**config.mk**
```make
export PLATFORM = sky130hd
export DESIGN_NAME = serial_adder
export DESIGN_NICKNAME = d
export VERILOG_FILES = /design/src/rtl/serial_adder.sv
export SDC_FILE = /design/constraint.sdc
export NUM_CORES = 1
export LEC_CHECK = 0
export ABC_AREA = 0
export CORE_MARGIN = 5
export CORE_UTILIZATION = 45
export CTS_CLUSTER_SIZE = 8
export DETAILED_ROUTE_END_ITERATION = 7
export PLACE_DENSITY = 0.77
export SYNTH_ARGS = -nofsm -noshare
export SYNTH_HDL_FRONTEND = slang
export SYNTH_SLANG_ARGS = --single-unit
```
**constraint.sdc**
```tcl
create_clock -name clk -period 1.8 [get_ports clk]
set_input_delay 0.36 -clock clk [delete_from_list [all_inputs] [get_ports clk]]
set_output_delay 0.36 -clock clk [all_outputs]
set_load 0.005 [all_outputs]
```
**src/rtl/serial_adder.sv**
```systemverilog
// Bit-serial adder: one full-adder cell plus a carry flop, WIDTH cycles per operation.
// Optional subtract mode (extra 'sub' port) is enabled by defining SERIAL_ADDER_SUB_EN.
module serial_adder #(
  parameter int WIDTH = 8
) (
  input  logic             clk,
  input  logic             rst,
  input  logic             start,
  input  logic [WIDTH-1:0] a,
  input  logic [WIDTH-1:0] b,
  input  logic             c_in,
`ifdef SERIAL_ADDER_SUB_EN
  input  logic             sub,
`endif
  output logic             busy,
  output logic             done,
  output logic [WIDTH-1:0] sum,
  output logic             c_out
);

  localparam int CW = $clog2(WIDTH + 1);

  typedef enum logic [1:0] {
    S_IDLE,
    S_RUN,
    S_DONE
  } state_e;

  state_e           state_q, state_d;
  logic [CW-1:0]    cnt_q, cnt_d;
  logic [WIDTH-1:0] a_q, a_d;
  logic [WIDTH-1:0] b_q, b_d;
  logic [WIDTH-1:0] res_q, res_d;
  logic [WIDTH-1:0] sum_q, sum_d;
  logic             carry_q, carry_d;
  logic             c_out_q, c_out_d;
  logic             s_bit, carry_nxt, load;
  logic [WIDTH-1:0] b_load;
  logic             c_load;

  // Subtraction is a + ~b + ~c_in, so inverting at load time keeps the datapath add-only.
`ifdef SERIAL_ADDER_SUB_EN
  assign b_load = sub ? ~b : b;
  assign c_load = sub ? ~c_in : c_in;
`else
  assign b_load = b;
  assign c_load = c_in;
`endif

  always_comb begin
    s_bit     = a_q[0] ^ b_q[0] ^ carry_q;
    carry_nxt = (a_q[0] & b_q[0]) | (a_q[0] & carry_q) | (b_q[0] & carry_q);
  end

  // NOTE: every always_comb output gets a default first, so no path can infer a latch.
  always_comb begin
    state_d = state_q;
    cnt_d   = cnt_q;
    a_d     = a_q;
    b_d     = b_q;
    res_d   = res_q;
    carry_d = carry_q;
    sum_d   = sum_q;
    c_out_d = c_out_q;
    load    = 1'b0;

    case (state_q)
      S_IDLE: load = start;
      S_RUN: begin
        a_d     = a_q >> 1;
        b_d     = b_q >> 1;
        carry_d = carry_nxt;
        // Shift form works for WIDTH=1, where a part-select [WIDTH-1:1] would be reversed.
        res_d   = (res_q >> 1) | (WIDTH'(s_bit) << (WIDTH - 1));
        cnt_d   = cnt_q + CW'(1);
        if (cnt_q == CW'(WIDTH - 1)) begin
          sum_d   = res_d;
          c_out_d = carry_nxt;
          state_d = S_DONE;
        end
      end
      S_DONE: begin
        if (start) load = 1'b1;
        else       state_d = S_IDLE;
      end
      default: state_d = S_IDLE;
    endcase

    if (load) begin
      a_d     = a;
      b_d     = b_load;
      carry_d = c_load;
      cnt_d   = '0;
      state_d = S_RUN;
    end
  end

  // NOTE: sequential state uses non-blocking assignments so all flops update from pre-edge values.
  // NOTE: the shift registers are plain flops, cheap to reset, so they all clear for a known state.
  always_ff @(posedge clk or posedge rst) begin
    if (rst) begin
      state_q <= S_IDLE;
      cnt_q   <= '0;
      a_q     <= '0;
      b_q     <= '0;
      res_q   <= '0;
      carry_q <= 1'b0;
      sum_q   <= '0;
      c_out_q <= 1'b0;
    end else begin
      state_q <= state_d;
      cnt_q   <= cnt_d;
      a_q     <= a_d;
      b_q     <= b_d;
      res_q   <= res_d;
      carry_q <= carry_d;
      sum_q   <= sum_d;
      c_out_q <= c_out_d;
    end
  end

  assign busy  = (state_q == S_RUN);
  assign done  = (state_q == S_DONE);
  assign sum   = sum_q;
  assign c_out = c_out_q;

endmodule

```
# Word-level counts from Yosys, hierarchy flattened
# Cells that the tools add are included.
[totals]
ff_bits = 40
input_bits = 20
wordCells = 41
[classes]
add_sub_neg = 1
n_eq_ne = 6
n_mux = 14
bitwise = 8
n_reduce_logical = 4
[ops]
columns = ["cell", "count"]
rows = [
  ["$mux 8", 4],
  ["$mux 4", 2],
  ["$or 7x8->8", 1],
  ["$mux 2", 3],
  ["$pmux 2 s3", 1],
  ["$add 4x1->4 const B", 1],
  ["$eq 4x3->1 const B", 1],
  ["$and 1x1->1", 3],
  ["$mux 1", 3],
  ["$ne 3x1->1 const B", 1],
  ["$ne 3x2->1 const B", 1],
  ["$reduce_and 3->1", 1],
  ["$eq 2x1->1 const B", 1],
  ["$eq 2x2->1 const B", 1],
  ["$logic_not 2->1", 1],
  ["$ne 2x2->1 const B", 1],
  ["$or 1x1->1", 2],
  ["$pmux 1 s2", 1],
  ["$reduce_and 2->1", 1],
  ["$reduce_bool 2->1", 1],
  ["$xor 1x1->1", 2],
]

# Longest topological paths before layout
[logic_depth]
ltp_word = 5
ltp_mapped = 6
depth_no_buf = 4

# Least setup slack after synthesis
# No wires, ideal clock.
[synth_timing]
kind = "register -> register"
start = "reg state_q[1]"
end = "reg c_out_q, in the netlist c_out"
arrival_time_ns = 1.335
path_slack_ns = 0.341
stages_incl_launch_ff = 5
path_buffers = 1
synth_period_minus_slack_ns = 1.459
cell_sequence = "dfrtp_1 -> nand2b_1 -> buf_6 -> nor3_4 -> mux2_2"
[synth_via]
elab_chain_cells = 2
[synth_rtl]
columns = ["item", "line_no", "rtl"]
rows = [
  ["from (decl)", "29", "state_e state_q, state_d;"],
  ["from (signal assigned)", "111", "state_q <= state_d;"],
  ["$eq 2x1->1", "67", "case (state_q)"],
  ["$reduce_and 2->1 (no source line)", "-", ""],
  ["to (signal assigned)", "118", "c_out_q <= c_out_d;"],
  ["to (decl)", "36", "logic c_out_q, c_out_d;"],
]
# Every way passes these cells.
# A chain may end at the register's enable or synchronous reset.

# Final worst setup path
[layout_timing]
start = "reg state_q[1]"
end = "reg sum_q[1], in the netlist sum[1]"
[layout_via]
elab_chain_cells = 2
[layout_rtl]
columns = ["item", "line_no", "rtl"]
rows = [
  ["$eq 2x1->1", "67", ""],
  ["$reduce_and 2->1 (no source line)", "-", ""],
  ["to (signal assigned)", "117", "sum_q <= sum_d;"],
  ["to (decl)", "34", "logic [WIDTH-1:0] sum_q, sum_d;"],
]
# Every way passes these cells.

==> impl_metrics.yaml <==
floorplanning:
  die_w_um: 70.47
  die_h_um: 70.47
  core_area_um2: 3606
  rows: 22
  die_area_um2: 4965
  start_util_pct: 45.63
  io_pins: 31
synthesis:
  ys_top_cells_by_area: "dfrtp_1 (59%), mux2_2 (11%), mux2i_1 (5.5%)"
  yosys_warnings: 0
  synth_edf_count: 0
  seq_area_frac_synth_pct: 59.32
  synth.distinct_cells: 25
  postSynthCellCount: 134
  yosys.area.top_type_share_pct: 59.32
  yosysTopAreaCell: "dfrtp_1"
  syn_avg_cell_area_um2: 12.28
  synth_ff_type: "dfrtp_1"
  synthesis.nets: 156
  synth_area_um2: 1645
  synth-seq-cells: 39
  async_reset_ff_share_pct: 100.0
status:
  status: "completed"
routing:
  wirelength_um: 3188
  vias_per_cell: 5.128
  drt-pass1-iter-count: 4
  vias: 1123
  wl_per_cell_um: 14.56
  drc_errors: 0
  drtAntennaViolNets: 0
  drt_iter0_markers: 45
worst_setup_path:
  crit_arrival_ns: 1.71
  path_common_cell: "buf_4"
  ff2ff_setup_slack_ns: 0.27
  cp_top_family: "flip-flops"
  crit_path_end_kind: "register"
  cp.required_ns: 1.97
  crit_type: "reg2reg"
  cp_slowest_stage_delay_ns: 0.40
  crit_chain: "nand2b_4 > buf_4 > nor3_4 > buf_4 > mux2_2"
  worst-path-buf-inv: 2
  cp_slowest_cell: "dfrtp_1"
  critPathLaunchType: "register"
  cp_max_fo: 10
clock_tree:
  clkSinkCount: 39
  cts-htree-levels: 2
  cts_tree: "done"
  cts_buffers: 5
  clock_latency_ns: 0.29
  path_clk_slew_ns: 0.07
  clock_path_buffers: 2
  cts-root-buf: "clkbuf_8"
sta:
  rsz0062_at_grt: "no"
  hold_viol_final: 0
  drv_slew: 0
  tightest_slew_ns: 0.4731
  finalSetupViolCount: 0
  finalCritPeriodShare_pct: 85.20
  max-slew-margin-rel_pct: 68.46
  timing.final.ws_setup_ns: 0.2664
  fin_setup_tns_ns: 0
  skew_ns: 0.008149
  final.min_clock_period_ns: 1.534
  fmax_mhz: 652.1
finish:
  antenna_cells: 0
  drive_gt1_share_pct: 19.30
  fin_nets: 192
  layout.cells.most_common: "dfrtp_1"
  final_cell_mix: "dfrtp_1 (38), clkdlybuf4s50_1 (28), nand2_1 (20)"
  syn2layout_area_growth_pct: 29.81
power_and_ir_drop:
  intPower_w: 0.002394
  power.switching_w: 0.001107
  p_sw_share_pct: 31.63
  p_clk_share_pct: 18.0
  p_leak_nw: 0.9832
  power.density_nw_per_um2: 1639
  p_seq_share_pct: 43.6
  comb_power_share_pct: 38.4
  ir_worst_vdd_mv: 0.5829
placement:
  dpl_worst_slack_ns: 0.1363
  dp_hpwl_um: 2254
  gp_congestion: 0.7406
  portBuffers: 30
global_routing:
  grt_first_pass_wirelength_um: 5409
  grt_overflow: 0
  grt_usage_pct: 13.89
  antenna_found_initial: 0
  grt_pass1_vias: 1181
  grt_max_degree: 40
min_path:
  hp-class: "in2async"
flow_run:
  maxCapViolations: 0
[power groups by stage]
stage                     Clock (W)  Sequential, W  Combinational [W]
after floorplan                   0        0.00148           0.000883
after global placement            0        0.00151            0.00129
after detailed placement          0        0.00154            0.00133
after CTS                  0.000643        0.00153            0.00135
after global routing       0.000680        0.00158            0.00149
final                      0.000630        0.00153            0.00134
[layer usage]
layer / vias to the layer above / GRT usage [%] / share of wire [%]
li1: 535 / - / -
met1: 549 / 16.56 / 43
met2: 30 / 23.49 / 51
met3: 9 / 2.878 / 3.4
met4: 0 / 7.021 / 2.9
met5: - / 0 / 0
[sequential cells by signal, indices dropped and copies added (netlist names)]
| register | count |
|---|---|
| a_q | 8 |
| b_q | 8 |
| c_out | 1 |
| carry_q | 1 |
| cnt_q | 4 |
| res_q | 7 |
| state_q | 2 |
| sum | 8 |
[logic make-up (layout without fill, tap and decap cells)]
group,after synthesis,count (layout),share of synthesized area (%)
adders and majority gates,2,2,1.977
AOI/OAI and AO/OA,20,20,7.605
DFF,39,39,59.32
muxes,25,25,16.43
and+or+nand+nor,37,37,10.95
xor gates and xnor gates,1,1,0.5324
buffers and inverters,10,47,3.193
[worst min-delay path: cells and delay by family]
family | cells | cell delay, ns
buffers and inverters | 3 | 0.85
[path summary, 6_finish.rpt]
path | startpoint | endpoint | cells past startpoint
max in group asynchronous | rst | state_q[0] | 3
min reg2reg | a_q[3] | a_q[2] | 2
min | rst | a_q[0] | 3
max | state_q[1] | sum[1] | 5
max reg2reg | state_q[1] | sum[1] | 5
min in group clk | a_q[3] | a_q[2] | 2
[timing repair]
| item | 4_1_cts | 5_1_grt |
|---|---|---|
| setup endpoints to repair | 1 | 1 |
| hold buffers | 0 | 0 |
| resized for setup | 3 | 1 |
| setup buffers | 0 | 1 |
[synth_stat cells (2+ instances only)]
| cell | instances |
|---|---|
| a22o_1 | 2 |
| a22oi_1 | 7 |
| and2b_1 | 2 |
| dfrtp_1 | 39 |
| o21ai_0 | 10 |
| nand2_1 | 20 |
| nor2_1 | 2 |
| buf_2 | 3 |
| mux2_2 | 16 |
| nand2b_1 | 2 |
| clkbuf_1 | 2 |
| nand3_1 | 8 |
| mux2i_1 | 9 |
[layout make-up]
type	instances	area (um^2)
fillers	299	1470
flip-flops and latches	39	977.2
multi-input cells	85	624.3
repair buffers	37	366.6
clock buffers	8	100.1
well taps	48	60.06
inverters	2	7.507
[stage by stage]
stage	total power (W)	utilization (%)	cells	area [um^2]	hold WS, ns
after floorplan	0.002359	-	134	1645	0.4613
after global placement	0.002802	55.97	210	2018	0.4791
after detailed placement	0.002868	55.97	210	2018	0.4898
after CTS	0.003526	58.95	218	2126	0.4948
after global routing	0.003749	59.23	219	2136	0.5279
final	0.003501	59.23	219	2136	0.4815
Note: power is estimated with default switching activity, not from simulation.
